$ cat src/rtl/uart_tx_fifo.sv
// Buffered 8-N-1 UART transmitter with a small byte FIFO.
// Define UART_TX_PARITY_EN to add an even-parity bit (8-E-1 frames).
module uart_tx_fifo #(
    parameter int CLK_DIV = 434,
    parameter int FIFO_AW = 3
) (
    input  logic               clk,
    input  logic               rst,
    input  logic               txd_ld,
    input  logic [7:0]         din,
    output logic               txd_busy,
    output logic               txd_empty,
    output logic [FIFO_AW:0]   txd_level,
    output logic               ser_txd
);

    localparam int DEPTH = 1 << FIFO_AW;
    localparam logic [15:0] DIV_M1 = 16'(CLK_DIV - 1);
    localparam logic [FIFO_AW:0] LVL_ONE = (FIFO_AW + 1)'(1);
    localparam logic [FIFO_AW:0] LVL_FULL = (FIFO_AW + 1)'(DEPTH);
    localparam logic [FIFO_AW-1:0] PTR_ONE = FIFO_AW'(1);

    localparam logic [2:0] S_IDLE  = 3'd0;
    localparam logic [2:0] S_START = 3'd1;
    localparam logic [2:0] S_DATA  = 3'd2;
    localparam logic [2:0] S_STOP  = 3'd4;
`ifdef UART_TX_PARITY_EN
    localparam logic [2:0] S_PARITY = 3'd3;
`endif

    logic [7:0]         mem [DEPTH];
    logic [FIFO_AW-1:0] wr_ptr;
    logic [FIFO_AW-1:0] rd_ptr;
    logic [FIFO_AW:0]   level;
    logic [FIFO_AW:0]   level_nx;

    logic [2:0]  state;
    logic [2:0]  state_nx;
    logic [15:0] cnt;
    logic [15:0] cnt_nx;
    logic [2:0]  idx;
    logic [2:0]  idx_nx;
    logic [7:0]  tx_byte;
    logic [7:0]  tx_byte_nx;
    logic        txd_nx;

    logic push;
    logic pop;
    logic tick;

    assign push = txd_ld && !txd_busy;
    assign tick = (cnt == 16'd0);
    assign pop  = (level != '0) &&
                  ((state == S_IDLE) || ((state == S_STOP) && tick));

    assign txd_level = level;

    always_comb begin
        level_nx = level;
        if (push && !pop) begin
            level_nx = level + LVL_ONE;
        end else if (pop && !push) begin
            level_nx = level - LVL_ONE;
        end
    end

    always_comb begin
        state_nx   = state;
        cnt_nx     = cnt;
        idx_nx     = idx;
        tx_byte_nx = tx_byte;
        if (!tick) begin
            cnt_nx = cnt - 16'd1;
        end
        unique case (state)
            S_IDLE: begin
                if (pop) begin
                    state_nx   = S_START;
                    cnt_nx     = DIV_M1;
                    tx_byte_nx = mem[rd_ptr];
                end
            end
            S_START: begin
                if (tick) begin
                    state_nx = S_DATA;
                    idx_nx   = 3'd0;
                    cnt_nx   = DIV_M1;
                end
            end
            S_DATA: begin
                if (tick) begin
                    cnt_nx = DIV_M1;
                    if (idx == 3'd7) begin
`ifdef UART_TX_PARITY_EN
                        state_nx = S_PARITY;
`else
                        state_nx = S_STOP;
`endif
                    end else begin
                        idx_nx = idx + 3'd1;
                    end
                end
            end
`ifdef UART_TX_PARITY_EN
            S_PARITY: begin
                if (tick) begin
                    state_nx = S_STOP;
                    cnt_nx   = DIV_M1;
                end
            end
`endif
            S_STOP: begin
                // Chain straight into the next start bit when data is waiting.
                if (tick) begin
                    if (pop) begin
                        state_nx   = S_START;
                        cnt_nx     = DIV_M1;
                        tx_byte_nx = mem[rd_ptr];
                    end else begin
                        state_nx = S_IDLE;
                    end
                end
            end
            default: begin
                state_nx = S_IDLE;
                cnt_nx   = 16'd0;
            end
        endcase
    end

    // The line is registered from the next state so it changes with it.
    always_comb begin
        txd_nx = 1'b1;
        unique case (state_nx)
            S_START: txd_nx = 1'b0;
            S_DATA:  txd_nx = tx_byte_nx[idx_nx];
`ifdef UART_TX_PARITY_EN
            S_PARITY: txd_nx = ^tx_byte_nx;
`endif
            default: txd_nx = 1'b1;
        endcase
    end

    always_ff @(posedge clk) begin
        if (push) begin
            mem[wr_ptr] <= din;
        end
    end

    always_ff @(posedge clk) begin
        if (rst) begin
            wr_ptr    <= '0;
            rd_ptr    <= '0;
            level     <= '0;
            state     <= S_IDLE;
            cnt       <= 16'd0;
            idx       <= 3'd0;
            tx_byte   <= 8'd0;
            ser_txd   <= 1'b1;
            txd_busy  <= 1'b0;
            txd_empty <= 1'b1;
        end else begin
            if (push) begin
                wr_ptr <= wr_ptr + PTR_ONE;
            end
            if (pop) begin
                rd_ptr <= rd_ptr + PTR_ONE;
            end
            level     <= level_nx;
            state     <= state_nx;
            cnt       <= cnt_nx;
            idx       <= idx_nx;
            tx_byte   <= tx_byte_nx;
            ser_txd   <= txd_nx;
            txd_busy  <= (level_nx == LVL_FULL);
            txd_empty <= (level_nx == '0) && (state_nx == S_IDLE);
        end
    end

endmodule

$ cat config.mk
export PLATFORM = sky130hd
export DESIGN_NAME = uart_tx_fifo
export DESIGN_NICKNAME = d
export VERILOG_FILES = /design/src/rtl/uart_tx_fifo.sv
export SDC_FILE = /design/constraint.sdc
export NUM_CORES = 1
export LEC_CHECK = 0
export BUFFER_PORTS_ARGS = -buffer_cell sky130_fd_sc_hd__buf_4
export CAP_MARGIN = 40
export CORE_ASPECT_RATIO = 1.5
export CORE_UTILIZATION = 57
export CTS_BUF_LIST = sky130_fd_sc_hd__clkbuf_2
export DETAILED_ROUTE_END_ITERATION = 10
export HOLD_SLACK_MARGIN = 0.05
export PLACE_DENSITY = 0.75
export SLEW_MARGIN = 20
export SYNTH_ARGS = -nofsm -noshare
export SYNTH_HDL_FRONTEND = slang
export SYNTH_SLANG_ARGS = --single-unit
export TNS_END_PERCENT = 5
$ cat constraint.sdc
create_clock -name clk -period 5.35 [get_ports clk]
set_clock_uncertainty 0.05 [all_clocks]
set_input_delay 0.8025 -clock clk [delete_from_list [all_inputs] [get_ports clk]]
set_output_delay 0.8025 -clock clk [all_outputs]
set_load 0.05 [all_outputs]
# Word-level counts from Yosys, hierarchy flattened
# Memories as Yosys holds them, arrays and structs flattened. A register that Yosys moved wholly into a read port is not among the register bits.
# Cells that the tools add are included.
# word_totals
wordCells	69
rom_bits	0
reg_bits	43
mem_bits_rw	64
output_inout_bits	7
latchBits	0
mem_count	1
# classes
n_bitwise	0
magnitude_cmp	1
shift	0
div_mod_pow	0
multipliers	0
muxes	28
addsub	6
eq_ne	7
n_reduce_logical	16
# mem_list
memory	depth	word_bits	rd	rd_ports_with_merged_regs	write_ports	line	source
mem	8	8	1	1	1	31	logic [7:0] mem [DEPTH];
# ops
operator	n
two-way mux 16 bit	4
one-hot mux 16 bit (3 select lines)	1
two-way mux 3 bit	10
zero test 16 bit	1
two-way mux 8 bit	2
one-hot mux 8 bit (2 select lines)	1
subtractor 16 x 1 -> 16 bit (second input constant)	1
one-hot mux 3 bit (4 select lines)	1
adder 3 x 1 -> 3 bit (second input constant)	3
two-way mux 4 bit	2
== test 3 x 1 -> 1 bit (second input constant)	2
== test 3 x 2 -> 1 bit (second input constant)	2
== test 3 bit (second input constant)	2
logical AND 1 bit	6
zero test 3 bit	2
one-hot mux 3 bit (2 select lines)	1
adder 4 x 1 -> 4 bit (second input constant)	1
== test 4 bit (second input constant)	1
zero test 4 bit	1
less-than comparator 3 x 4 -> 1 bit (second input constant)	1
two-way mux 1 bit	4
nonzero test 4 bit	1
subtractor 4 x 1 -> 4 bit (second input constant)	1
binary-select mux 1 bit (select 3 bit)	1
4 further kinds	6

# Logic depth before layout (Yosys ltp)
# Gate-level depths: netlist of the first run.
# depth
word_depth	10
depth_mapped	11
mapped_depth_nobuf	10

# Worst setup path after synthesis of the first run
# No wires, ideal clock.
# synth_path
kind	register -> register
start	register level[0] (netlist: txd_level[0])
end	register ser_txd
synth_period_minus_slack_ps	2649
path_stages_with_launch	11
t_required_ps	5178
arrival_ps	2478
setup_time_ps	122
setup_slack_ps	2701
path_buffers	2
cell_sequence	dfxtp_1 > inv_1 > ha_1 > nand2_1 > and3_1 > buf_4 > buf_6 > mux2i_1 > mux2i_1 > mux2_2 > a221o_1
# synth_between
elab_chain_cells	8
word_cells_on_any_way	14
cone_classes	eq/ne (2); mux (10); reduce/logical (2)
# synth_lines
element	line	source
from (decl)	34	logic [FIFO_AW:0] level;
from (signal assigned)	169	level <= level_nx;
nonzero test 4 bit *	53	assign pop = (level != '0) &&
logical AND 1 bit *	53	
two-way mux 8 bit	115	if (pop) begin
two-way mux 8 bit	114	if (tick) begin
one-hot mux 8 bit (2 select lines)	75	unique case (state)
binary-select mux 1 bit (select 3 bit)	136	S_DATA: txd_nx = tx_byte_nx[idx_nx];
two-way mux 1 bit (not written as such)	136	
one-hot mux 1 bit (2 select lines) *	134	unique case (state_nx)
to (signal assigned)	174	ser_txd <= txd_nx;
to (decl)	14	output logic ser_txd
# Mark *: on every way between the ends. The rest lies on a longest branch, timed or not. The select of a mux whose other input is x is not followed.
# A chain may end at the register's enable or synchronous reset.

# Final worst setup path of the first run
# layout_path
start	register cnt[0]
end	register ser_txd
# layout_between
elab_chain_cells	10
word_cells_on_any_way	21
cone_classes	eq/ne (2); mux (15); reduce/logical (4)
# layout_lines
element	line	source
from (decl)	39	logic [15:0] cnt;
from (signal assigned)	171	cnt <= cnt_nx;
zero test 16 bit *	52	assign tick = (cnt == 16'd0);
logical AND 1 bit	54	((state == S_IDLE) || ((state == S_STOP) && tick));
logical OR 1 bit	54	
logical AND 1 bit	53	
two-way mux 8 bit	115	
two-way mux 8 bit	114	
one-hot mux 8 bit (2 select lines)	75	
binary-select mux 1 bit (select 3 bit)	136	
two-way mux 1 bit (not written as such)	136	
one-hot mux 1 bit (2 select lines) *	134	
# Marked as above.

==> results of run 1 <==
-- kinds of logic after synthesis --
family,count (synthesis)
AO/OA/AOI/OAI,44
XOR/XNOR,19
adder cells (fa/ha/maj),9
buffers and inverters,22
flip-flops,110
multiplexers,40
AND/OR/NAND/NOR,122
-- Yosys cell counts (2+ instances only) --
cell type	number	area (um2)
a31oi_1	2	12.5
inv_1	5	18.8
nor4b_1	2	17.5
mux2i_1	13	130
nor4_4	2	42.5
nor4_1	3	18.8
buf_2	2	10.0
xor2_1	8	70.1
nor2_1	51	191
nand2b_1	5	31.3
o31ai_1	2	15.0
and3_1	5	31.3
xnor2_1	11	96.3
a21oi_1	12	60.1
nor2b_1	4	25.0
a22o_1	3	26.3
clkbuf_1	12	45.0
nand3_1	3	15.0
o21ai_0	5	25.0
nand2_1	22	82.6
ha_1	8	100
o22ai_1	2	12.5
a311oi_1	2	17.5
nor3_1	10	50.1
or3_1	3	18.8
dfxtp_1	46	921
nand4b_1	2	17.5
a22oi_1	2	15.0
a211oi_1	4	30.0
nand4_1	2	12.5
a21o_1	2	15.0
edfxtp_1	64	1920
mux4_2	16	360
mux2_2	11	124
and2_1	2	12.5
-- layout make-up --
class                   count  share of cell area [%]
clock inverters             6                    1.34
well taps                 105                    2.56
inverters                   5                   0.366
clock buffers              10                   0.975
flip-flops and latches    110                    55.4
multi-input cells         234                    35.4
repair buffers             26                    3.95
-- worst max-delay path: stages, from the launching register on --
cell and delay [ns]:
dfxtp_1 0.41, inv_1 0.09, ha_1 0.15, nor3b_1 0.42
a41o_2 0.36, and3_1 0.67, mux2i_1 0.32, mux2i_1 0.11
mux2_2 0.28, a221o_1 0.31
-- final timing paths --
check                   end  slack, ns  cells after the start
hold / removal    mem[1][7]       0.37                      1
setup / recovery    ser_txd       2.11                      9
hold reg to reg      cnt[9]       0.47                      2
setup reg to reg    ser_txd       2.11                      9
-- flip-flops by register name, indices dropped and copies added, names as in the netlist, named ones only --
signal	flops
cnt	16
rd_ptr	3
idx	3
mem	64
txd_busy	1
state	3
txd_empty	1
wr_ptr	3
tx_byte	8
txd_level	4
ser_txd	1
-- routing by layer --
metal / vias to the layer above / share of wire [%] / track usage [%]
li1: 1410 / - / -
met1: 1411 / 41 / 24.9
met2: 56 / 53 / 39.0
met3: 16 / 3.2 / 4.16
met4: 0 / 2.6 / 9.87
met5: - / 0 / 0
-- metrics by stage --
step,setup slack [ns],cell area (um2),std cells
after global routing,1.82,5130,496
after detailed placement,2.11,5010,480
after CTS,2.06,5130,496
after floorplan,2.70,4760,366
final,2.11,5130,496
after global placement,2.26,4980,476
-- power groups by stage --
stage,Combinational (uW),Sequential [uW],Clock (uW)
after floorplan,855,1210,0
after global placement,1040,1210,0
after detailed placement,1090,1200,0
after CTS,1100,1180,393
after global routing,1210,1200,432
final,1090,1180,384
-- placed cells by master, fill, tap and decap left out, types with 4 or more instances in the layout --
cell type,count
buf_4,25
mux2i_1,13
edfxtp_1,64
a21oi_1,12
inv_1,5
dfxtp_1,46
a211oi_1,4
and3_1,5
ha_1,8
nand2_1,22
nand2b_1,5
nor3_1,10
xnor2_1,11
xor2_1,8
mux4_2,16
o21ai_0,5
mux2_2,11
nor2_1,51
nor2b_1,4
clkbuf_2,10
==> flow_summary.html, run 1 <==
<table>
<tr><th>Metric</th><th>Value</th></tr>
<tr><th colspan="2">Status</th></tr>
<tr><td>Run status</td><td>finished clean</td></tr>
<tr><th colspan="2">Synthesis</th></tr>
<tr><td>Share of synthesized registers carrying an async set or reset</td><td>0%</td></tr>
<tr><td>Share of the synthesized netlist area taken by xor and xnor gates</td><td>3.50%</td></tr>
<tr><td>Most used flip-flop cell after synthesis</td><td>edfxtp_1</td></tr>
<tr><td>Netlist area before placement</td><td>4760 um2</td></tr>
<tr><td>Main combinational cell family by area after synthesis</td><td>simple AND/OR/NAND/NOR gates</td></tr>
<tr><td>Net count after synthesis</td><td>385</td></tr>
<tr><td>Basic-gate share of the synthesized area counting and, or, nand and nor cells</td><td>13.1%</td></tr>
<tr><td>Number of enable flip-flop cells after synthesis</td><td>64</td></tr>
<tr><td>Area fraction in compound gates after synthesis</td><td>6.39%</td></tr>
<tr><td>Unique cell type count in the Yosys netlist</td><td>53</td></tr>
<tr><td>Flip-flop and latch count after synthesis</td><td>110</td></tr>
<tr><td>Yosys warning total</td><td>0</td></tr>
<tr><td>Instance count of the mapped netlist</td><td>366</td></tr>
<tr><td>Synthesized-area fraction occupied by adder cells</td><td>2.31%</td></tr>
<tr><td>Avg Synthesized Cell Area</td><td>13.0 um2</td></tr>
<tr><td>Post-synthesis mux area share</td><td>12.9%</td></tr>
<tr><td>Sequential-to-total area share from yosys stat</td><td>59.7%</td></tr>
<tr><th colspan="2">Power</th></tr>
<tr><td>Fraction of power consumed by sequential logic</td><td>44.4%</td></tr>
<tr><td>Combinational share of power</td><td>41.1%</td></tr>
<tr><td>Switching power as a share of total power</td><td>38.3%</td></tr>
<tr><td>Leakage power</td><td>0.00181 uW</td></tr>
<tr><td>Worst vdd ir</td><td>0.250 mV</td></tr>
<tr><td>Final total power</td><td>2650 uW</td></tr>
<tr><td>Power per cell area</td><td>516 nW/um2</td></tr>
<tr><td>Reported net switching power</td><td>1010 uW</td></tr>
<tr><td>Total internal power</td><td>1630 uW</td></tr>
<tr><td>Clock group share of total power</td><td>14.5%</td></tr>
<tr><th colspan="2">STA</th></tr>
<tr><td>RSZ-0062 raised after global routing</td><td>false</td></tr>
<tr><td>Final slew viol count</td><td>0</td></tr>
<tr><td>Final Hold Fails</td><td>0</td></tr>
<tr><td>Final Setup Violations</td><td>0</td></tr>
<tr><td>Final period demand of the worst path</td><td>3.24 ns</td></tr>
<tr><td>Maximum operating frequency</td><td>308 MHz</td></tr>
<tr><td>Final sum of negative setup slack</td><td>0 ns</td></tr>
<tr><td>Relative max-transition margin</td><td>49.3%</td></tr>
<tr><td>Actual transition at the worst max-transition pin</td><td>0.760 ns</td></tr>
<tr><td>Ratio of final minimum period to clock period</td><td>60.6%</td></tr>
<tr><td>Hold Slack</td><td>0.375 ns</td></tr>
<tr><th colspan="2">Worst setup path</th></tr>
<tr><td>Startpoint of the worst-slack reg-to-reg timing path</td><td>cnt[0]</td></tr>
<tr><td>CP endpoint kind</td><td>register</td></tr>
<tr><td>Launch point of the critical path</td><td>cnt[0]</td></tr>
<tr><td>Kind of start point of the critical path</td><td>register</td></tr>
<tr><td>Worst setup path category</td><td>reg2reg</td></tr>
<tr><td>Worst Path Required</td><td>5.83 ns</td></tr>
<tr><td>Data arrival time at the worst-slack endpoint</td><td>3.72 ns</td></tr>
<tr><td>Maximum fanout along the worst path</td><td>15</td></tr>
<tr><th colspan="2">Layout</th></tr>
<tr><td>Fraction of final layout cells with drive strength greater than 1</td><td>19.4%</td></tr>
<tr><td>Count of inserted antenna diode cells</td><td>0</td></tr>
<tr><td>Fillers</td><td>610</td></tr>
<tr><td>Flip-flop and latch area</td><td>2840 um2</td></tr>
<tr><td>Multi-input logic area</td><td>1820 um2</td></tr>
<tr><td>Final design utilization</td><td>63.7%</td></tr>
<tr><td>Nets@finish</td><td>405</td></tr>
<tr><td>P&amp;R area growth vs syn</td><td>7.89%</td></tr>
<tr><th colspan="2">Worst hold path</th></tr>
<tr><td>Hold Path Origin</td><td>din[7]</td></tr>
<tr><td>Hold/Removal Path Class</td><td>in2reg</td></tr>
<tr><th colspan="2">Placed design</th></tr>
<tr><td>Post-detailed-placement half-perimeter wirelength</td><td>6.06 mm</td></tr>
<tr><td>IO buf count</td><td>17</td></tr>
<tr><td>Final weighted congestion in routability-driven placement</td><td>0.778</td></tr>
<tr><th colspan="2">Routing</th></tr>
<tr><td>DRT antenna net count</td><td>0</td></tr>
<tr><td>Ratio of routed vias to standard cells</td><td>5.83</td></tr>
<tr><td>Via Count</td><td>2893</td></tr>
<tr><td>Initial detailed-routing violation count</td><td>204</td></tr>
<tr><td>Pre-antenna DRT Iters</td><td>4</td></tr>
<tr><td>Number of design rule violations left after detail routing</td><td>0</td></tr>
<tr><td>Final wirelength</td><td>8.58 mm</td></tr>
<tr><td>Wire length per cell</td><td>17.3 um</td></tr>
<tr><th colspan="2">Global routing</th></tr>
<tr><td>Number of antenna violations at the first check in global routing</td><td>0</td></tr>
<tr><td>Wire length of the first global-routing pass</td><td>14.2 mm</td></tr>
<tr><td>Global route overflow</td><td>0</td></tr>
<tr><td>Pin count of the biggest net entering global routing</td><td>34</td></tr>
<tr><td>GRT Resource Usage Total</td><td>21.7%</td></tr>
<tr><td>Number of global-route vias before repair</td><td>2912</td></tr>
<tr><th colspan="2">Clocking</th></tr>
<tr><td>Total clock buffers created by CTS</td><td>9</td></tr>
<tr><td>Number of instances resized during post-cts repair</td><td>0</td></tr>
<tr><td>Longest Clk Path Bufs</td><td>2</td></tr>
<tr><td>Root Driver</td><td>clkbuf_2</td></tr>
<tr><td>Setup Fix Bufs, Post-CTS</td><td>0</td></tr>
<tr><td>CTS tree</td><td>done</td></tr>
<tr><td>Post-CTS clock slew at the launch and capture registers of the worst setup and hold paths</td><td>0.29 ns</td></tr>
<tr><td>Clk sink count</td><td>110</td></tr>
<tr><td>Clock latency at the later pin of the worst-skew pair</td><td>0.58 ns</td></tr>
<tr><td>Cts hold-fix bufs</td><td>0</td></tr>
<tr><td>H-tree lvl count</td><td>3</td></tr>
<tr><th colspan="2">Flow run</th></tr>
<tr><td># Max-Cap Violations</td><td>0</td></tr>
<tr><th colspan="2">Floorplan</th></tr>
<tr><td>Die area</td><td>8720 um2</td></tr>
<tr><td>Die Y</td><td>114 um</td></tr>
<tr><td>Initial standard-cell utilization of the core</td><td>59.1%</td></tr>
<tr><td>Number of core rows</td><td>40</td></tr>
<tr><td>Ports placed on the boundary</td><td>18</td></tr>
<tr><td>Placeable core region</td><td>8060 um2</td></tr>
<tr><td>DIE WIDTH</td><td>76.6 um</td></tr>
</table>
Power figures use the tool's default switching activity.
==> inputs of run 2 (changes only) <==
--- a/config.mk
+++ b/config.mk
@@ -5,6 +5,7 @@
 export SDC_FILE = /design/constraint.sdc
 export NUM_CORES = 1
 export LEC_CHECK = 0
+export ABC_AREA = 1
 export BUFFER_PORTS_ARGS = -buffer_cell sky130_fd_sc_hd__buf_4
 export CAP_MARGIN = 40
 export CORE_ASPECT_RATIO = 1.5
==> constraint.sdc (replaced) <==
create_clock -name clk -period 3.4 [get_ports clk]
set_clock_uncertainty 0.05 [all_clocks]
set_input_delay 0.51 -clock clk [delete_from_list [all_inputs] [get_ports clk]]
set_output_delay 0.51 -clock clk [all_outputs]
set_load 0.05 [all_outputs]
==> run 2 against run 1 <==
Compared with the run above: cell count is 49% higher; cell area rose by 9.5%; fmax up 47%; routed wire length rose by 25%; non-clock buffer count down 5; first-iteration DRC count rose by 20%; worst hold slack lost 0.27 ns.
==> flow_summary.html, run 2 <==
<table>
<tr><th>Metric</th><th>Value</th></tr>
<tr><th colspan="2">Floorplan</th></tr>
<tr><td>Number of core rows</td><td>42</td></tr>
<tr><td>DIE WIDTH</td><td>80.3 um</td></tr>
<tr><td>Ports placed on the boundary</td><td>18</td></tr>
<tr><td>Placeable core region</td><td>8880 um2</td></tr>
<tr><td>Die area</td><td>9600 um2</td></tr>
<tr><td>Die Y</td><td>120 um</td></tr>
<tr><td>Initial standard-cell utilization of the core</td><td>59.1%</td></tr>
<tr><th colspan="2">Layout</th></tr>
<tr><td>Highest-count cells in the layout ignoring fill and taps</td><td>192 x nand2_1, 72 x nand3_1, 64 x edfxtp_1</td></tr>
<tr><td>Summed area of non-filler cells in the final layout</td><td>5620 um2</td></tr>
<tr><td>Most common cell after layout, fill and taps aside</td><td>nand2_1</td></tr>
<tr><td>Nets@finish</td><td>645</td></tr>
<tr><td>Number of flip-flops under the largest register name</td><td>64</td></tr>
<tr><td>Count of inserted antenna diode cells</td><td>0</td></tr>
<tr><td>Largest registers</td><td>mem: 64 flops, cnt: 16 flops, tx_byte: 8 flops</td></tr>
<tr><td>P&amp;R area growth vs syn</td><td>7.11%</td></tr>
<tr><td>Register with the most flip-flops</td><td>mem</td></tr>
<tr><td>Fraction of final layout cells with drive strength greater than 1</td><td>12.8%</td></tr>
<tr><th colspan="2">Worst setup path</th></tr>
<tr><td>Data arrival time at the worst-slack endpoint</td><td>2.70 ns</td></tr>
<tr><td>Worst Path Required</td><td>3.90 ns</td></tr>
<tr><td>Kind of start point of the critical path</td><td>register</td></tr>
<tr><td>Maximum fanout along the worst path</td><td>18</td></tr>
<tr><td>CP endpoint kind</td><td>register</td></tr>
<tr><td>Worst setup path category</td><td>reg2reg</td></tr>
<tr><th colspan="2">Clocking</th></tr>
<tr><td>Longest Clk Path Bufs</td><td>2</td></tr>
<tr><td>CTS tree</td><td>done</td></tr>
<tr><td>Number of instances resized during post-cts repair</td><td>0</td></tr>
<tr><td>Post-CTS clock slew at the launch and capture registers of the worst setup and hold paths</td><td>0.31 ns</td></tr>
<tr><td>Total clock buffers created by CTS</td><td>9</td></tr>
<tr><td>Clock latency at the later pin of the worst-skew pair</td><td>0.60 ns</td></tr>
<tr><td>Clk sink count</td><td>110</td></tr>
<tr><td>H-tree lvl count</td><td>3</td></tr>
<tr><td>Root Driver</td><td>clkbuf_2</td></tr>
<tr><th colspan="2">Global routing</th></tr>
<tr><td>Met3 track demand over resource in global routing</td><td>3.73%</td></tr>
<tr><td>Pin count of the biggest net entering global routing</td><td>34</td></tr>
<tr><td>Number of antenna violations at the first check in global routing</td><td>0</td></tr>
<tr><td>GRT Resource Usage Total</td><td>24.4%</td></tr>
<tr><td>Number of global-route vias before repair</td><td>3782</td></tr>
<tr><td>Met1 GRT Util</td><td>26.4%</td></tr>
<tr><td>Global routing met2 resource utilization</td><td>46.5%</td></tr>
<tr><td>Wire length of the first global-routing pass</td><td>17.5 mm</td></tr>
<tr><td>Global route overflow</td><td>0</td></tr>
<tr><td>Most Crowded Layer GR</td><td>met2</td></tr>
<tr><th colspan="2">STA</th></tr>
<tr><td>Final Hold Fails</td><td>0</td></tr>
<tr><td>RSZ-0062 raised after global routing</td><td>false</td></tr>
<tr><td>Relative max-transition margin</td><td>44.7%</td></tr>
<tr><td>Hold Slack</td><td>0.104 ns</td></tr>
<tr><td>Final sum of negative setup slack</td><td>0 ns</td></tr>
<tr><td>Final worst setup slack</td><td>1.19 ns</td></tr>
<tr><td>Maximum operating frequency</td><td>453 MHz</td></tr>
<tr><td>Final Setup Violations</td><td>0</td></tr>
<tr><td>Final slew viol count</td><td>0</td></tr>
<tr><td>Final period demand of the worst path</td><td>2.21 ns</td></tr>
<tr><td>Ratio of final minimum period to clock period</td><td>64.9%</td></tr>
<tr><td>Actual transition at the worst max-transition pin</td><td>0.825 ns</td></tr>
<tr><th colspan="2">Routing</th></tr>
<tr><td>Via Count</td><td>3919</td></tr>
<tr><td>Pre-antenna DRT Iters</td><td>4</td></tr>
<tr><td>Wire length per cell</td><td>14.5 um</td></tr>
<tr><td>DRT antenna net count</td><td>0</td></tr>
<tr><td>Final wirelength</td><td>10.8 mm</td></tr>
<tr><td>Ratio of routed vias to standard cells</td><td>5.29</td></tr>
<tr><td>Number of design rule violations left after detail routing</td><td>0</td></tr>
<tr><td>Initial detailed-routing violation count</td><td>245</td></tr>
<tr><th colspan="2">Synthesis</th></tr>
<tr><td>Main combinational cell family by area after synthesis</td><td>simple AND/OR/NAND/NOR gates</td></tr>
<tr><td>Share of synthesized registers carrying an async set or reset</td><td>0%</td></tr>
<tr><td>Leading cell type by number of instances after synthesis</td><td>nand2_1</td></tr>
<tr><td>Post-synthesis mux area share</td><td>0%</td></tr>
<tr><td>Area fraction of the dominant cell type after synthesis</td><td>36.6%</td></tr>
<tr><td>Unique cell type count in the Yosys netlist</td><td>35</td></tr>
<tr><td>Basic-gate share of the synthesized area counting and, or, nand and nor cells</td><td>31.1%</td></tr>
<tr><td>Sequential-to-total area share from yosys stat</td><td>54.2%</td></tr>
<tr><td>Netlist area before placement</td><td>5250 um2</td></tr>
<tr><td>Top cell types by occurrence after synthesis</td><td>192 x nand2_1, 72 x nand3_1, 64 x edfxtp_1</td></tr>
<tr><td>Flip-flop and latch count after synthesis</td><td>110</td></tr>
<tr><td>Largest cells by area after synthesis</td><td>edfxtp_1 37%, dfxtp_1 18%, nand2_1 14%, nand3_1 6.9%, inv_1 4.2%</td></tr>
<tr><td>Yosys warning total</td><td>0</td></tr>
<tr><td>Share of the synthesized netlist area taken by xor and xnor gates</td><td>2.31%</td></tr>
<tr><td>Instance count of the mapped netlist</td><td>610</td></tr>
<tr><td>Dominant cell type by area after synthesis</td><td>edfxtp_1</td></tr>
<tr><td>Net count after synthesis</td><td>629</td></tr>
<tr><td>Synthesized-area fraction occupied by adder cells</td><td>1.91%</td></tr>
<tr><td>Most used flip-flop cell after synthesis</td><td>edfxtp_1</td></tr>
<tr><td>Avg Synthesized Cell Area</td><td>8.60 um2</td></tr>
<tr><td>Number of enable flip-flop cells after synthesis</td><td>64</td></tr>
<tr><td>Area fraction in compound gates after synthesis</td><td>4.25%</td></tr>
<tr><th colspan="2">Placed design</th></tr>
<tr><td>Post-detailed-placement half-perimeter wirelength</td><td>8.11 mm</td></tr>
<tr><td>Pre-CTS WS</td><td>1.02 ns</td></tr>
<tr><td>IO buf count</td><td>17</td></tr>
<tr><td>Final weighted congestion in routability-driven placement</td><td>0.855</td></tr>
<tr><td>Placed Area</td><td>5460 um2</td></tr>
<tr><th colspan="2">Power</th></tr>
<tr><td>Leakage power</td><td>0.00241 uW</td></tr>
<tr><td>Final total power</td><td>4920 uW</td></tr>
<tr><td>Power per cell area</td><td>876 nW/um2</td></tr>
<tr><td>Worst vdd ir</td><td>0.553 mV</td></tr>
<tr><th colspan="2">Flow run</th></tr>
<tr><td># Max-Cap Violations</td><td>0</td></tr>
<tr><th colspan="2">Status</th></tr>
<tr><td>Run status</td><td>finished clean</td></tr>
<tr><th colspan="2">Worst hold path</th></tr>
<tr><td>Hold/Removal Path Class</td><td>in2reg</td></tr>
</table>
run 2: cell types whose count changed in the layout (fill, tap and decap cells not counted), sizes merged, moves of 11 or more:
cell	change
nand2	+185
nand3	+73
inv	+59
nor2	+20
mux4	-16
mux2i	-13
mux2	-11
run 2: final timing paths:
path / from / end / slack [ns] / depth (start not counted)
setup reg to reg: txd_level[0] / txd_empty / 1.19 / 13
setup / recovery: txd_level[0] / txd_empty / 1.19 / 13
hold / removal: din[2] / mem[2][2] / 0.10 / 1
hold reg to reg: tx_byte[4] / tx_byte[4] / 0.44 / 2
run 2: cells by family after synthesis:
family,count (synthesis)
fa+ha+maj,8
buf+inv,81
flops,110
simple gates,362
compound gates,36
xor+xnor,13
run 2: power by group:
group / total (uW) / switching (uW) / internal [uW]
clock network: 700 / 447 / 253
registers: 1750 / 145 / 1610
logic: 2470 / 1650 / 818
total: 4920 / 2240 / 2680
run 2: critical path, stage by stage (launching register included):
cell and delay [ns]:
dfxtp_1 0.53, inv_1 0.09, ha_1 0.22, nand3_1 0.18
nand2_1 0.15, inv_2 0.18, nand2_8 0.14, nor2_4 0.16
nand2_2 0.07, nand2_1 0.06, nand2_1 0.05, and2_4 0.15
nand3_2 0.06, nand2_1 0.04
run 2: repair_timing:
| item | in CTS | in global routing |
|---|---|---|
| hold buffers | 0 | 1 |
| buffers inserted | 0 | 0 |
| endpoints found under the hold margin | 0 | 2 |
| endpoints found under the setup margin | 0 | 0 |
run 2: layout make-up:
| type | count | area, um2 |
|---|---|---|
| fill | 765 | 3260 |
| sequential | 110 | 2840 |
| multi-input combinational | 419 | 2080 |
| inverter | 65 | 244 |
| timing repair buffer | 21 | 168 |
| tap | 110 | 138 |
| clock inverter | 7 | 106 |
| clock buffer | 9 | 45.0 |
run 2: routing by layer:
layer  part of all wire [%]  up-vias
met4                    2.4        0
met1                     39     1829
li1                       -     2003
met5                      0        -
met2                     56       66
met3                    2.7       21
run 2: per-stage QoR:
stage                     utilization [%]  std cells
after floorplan                         -        610
after global placement               61.3        723
after detailed placement             61.5        724
after CTS                            63.2        740
after global routing                 63.3        741
final                                63.3        741
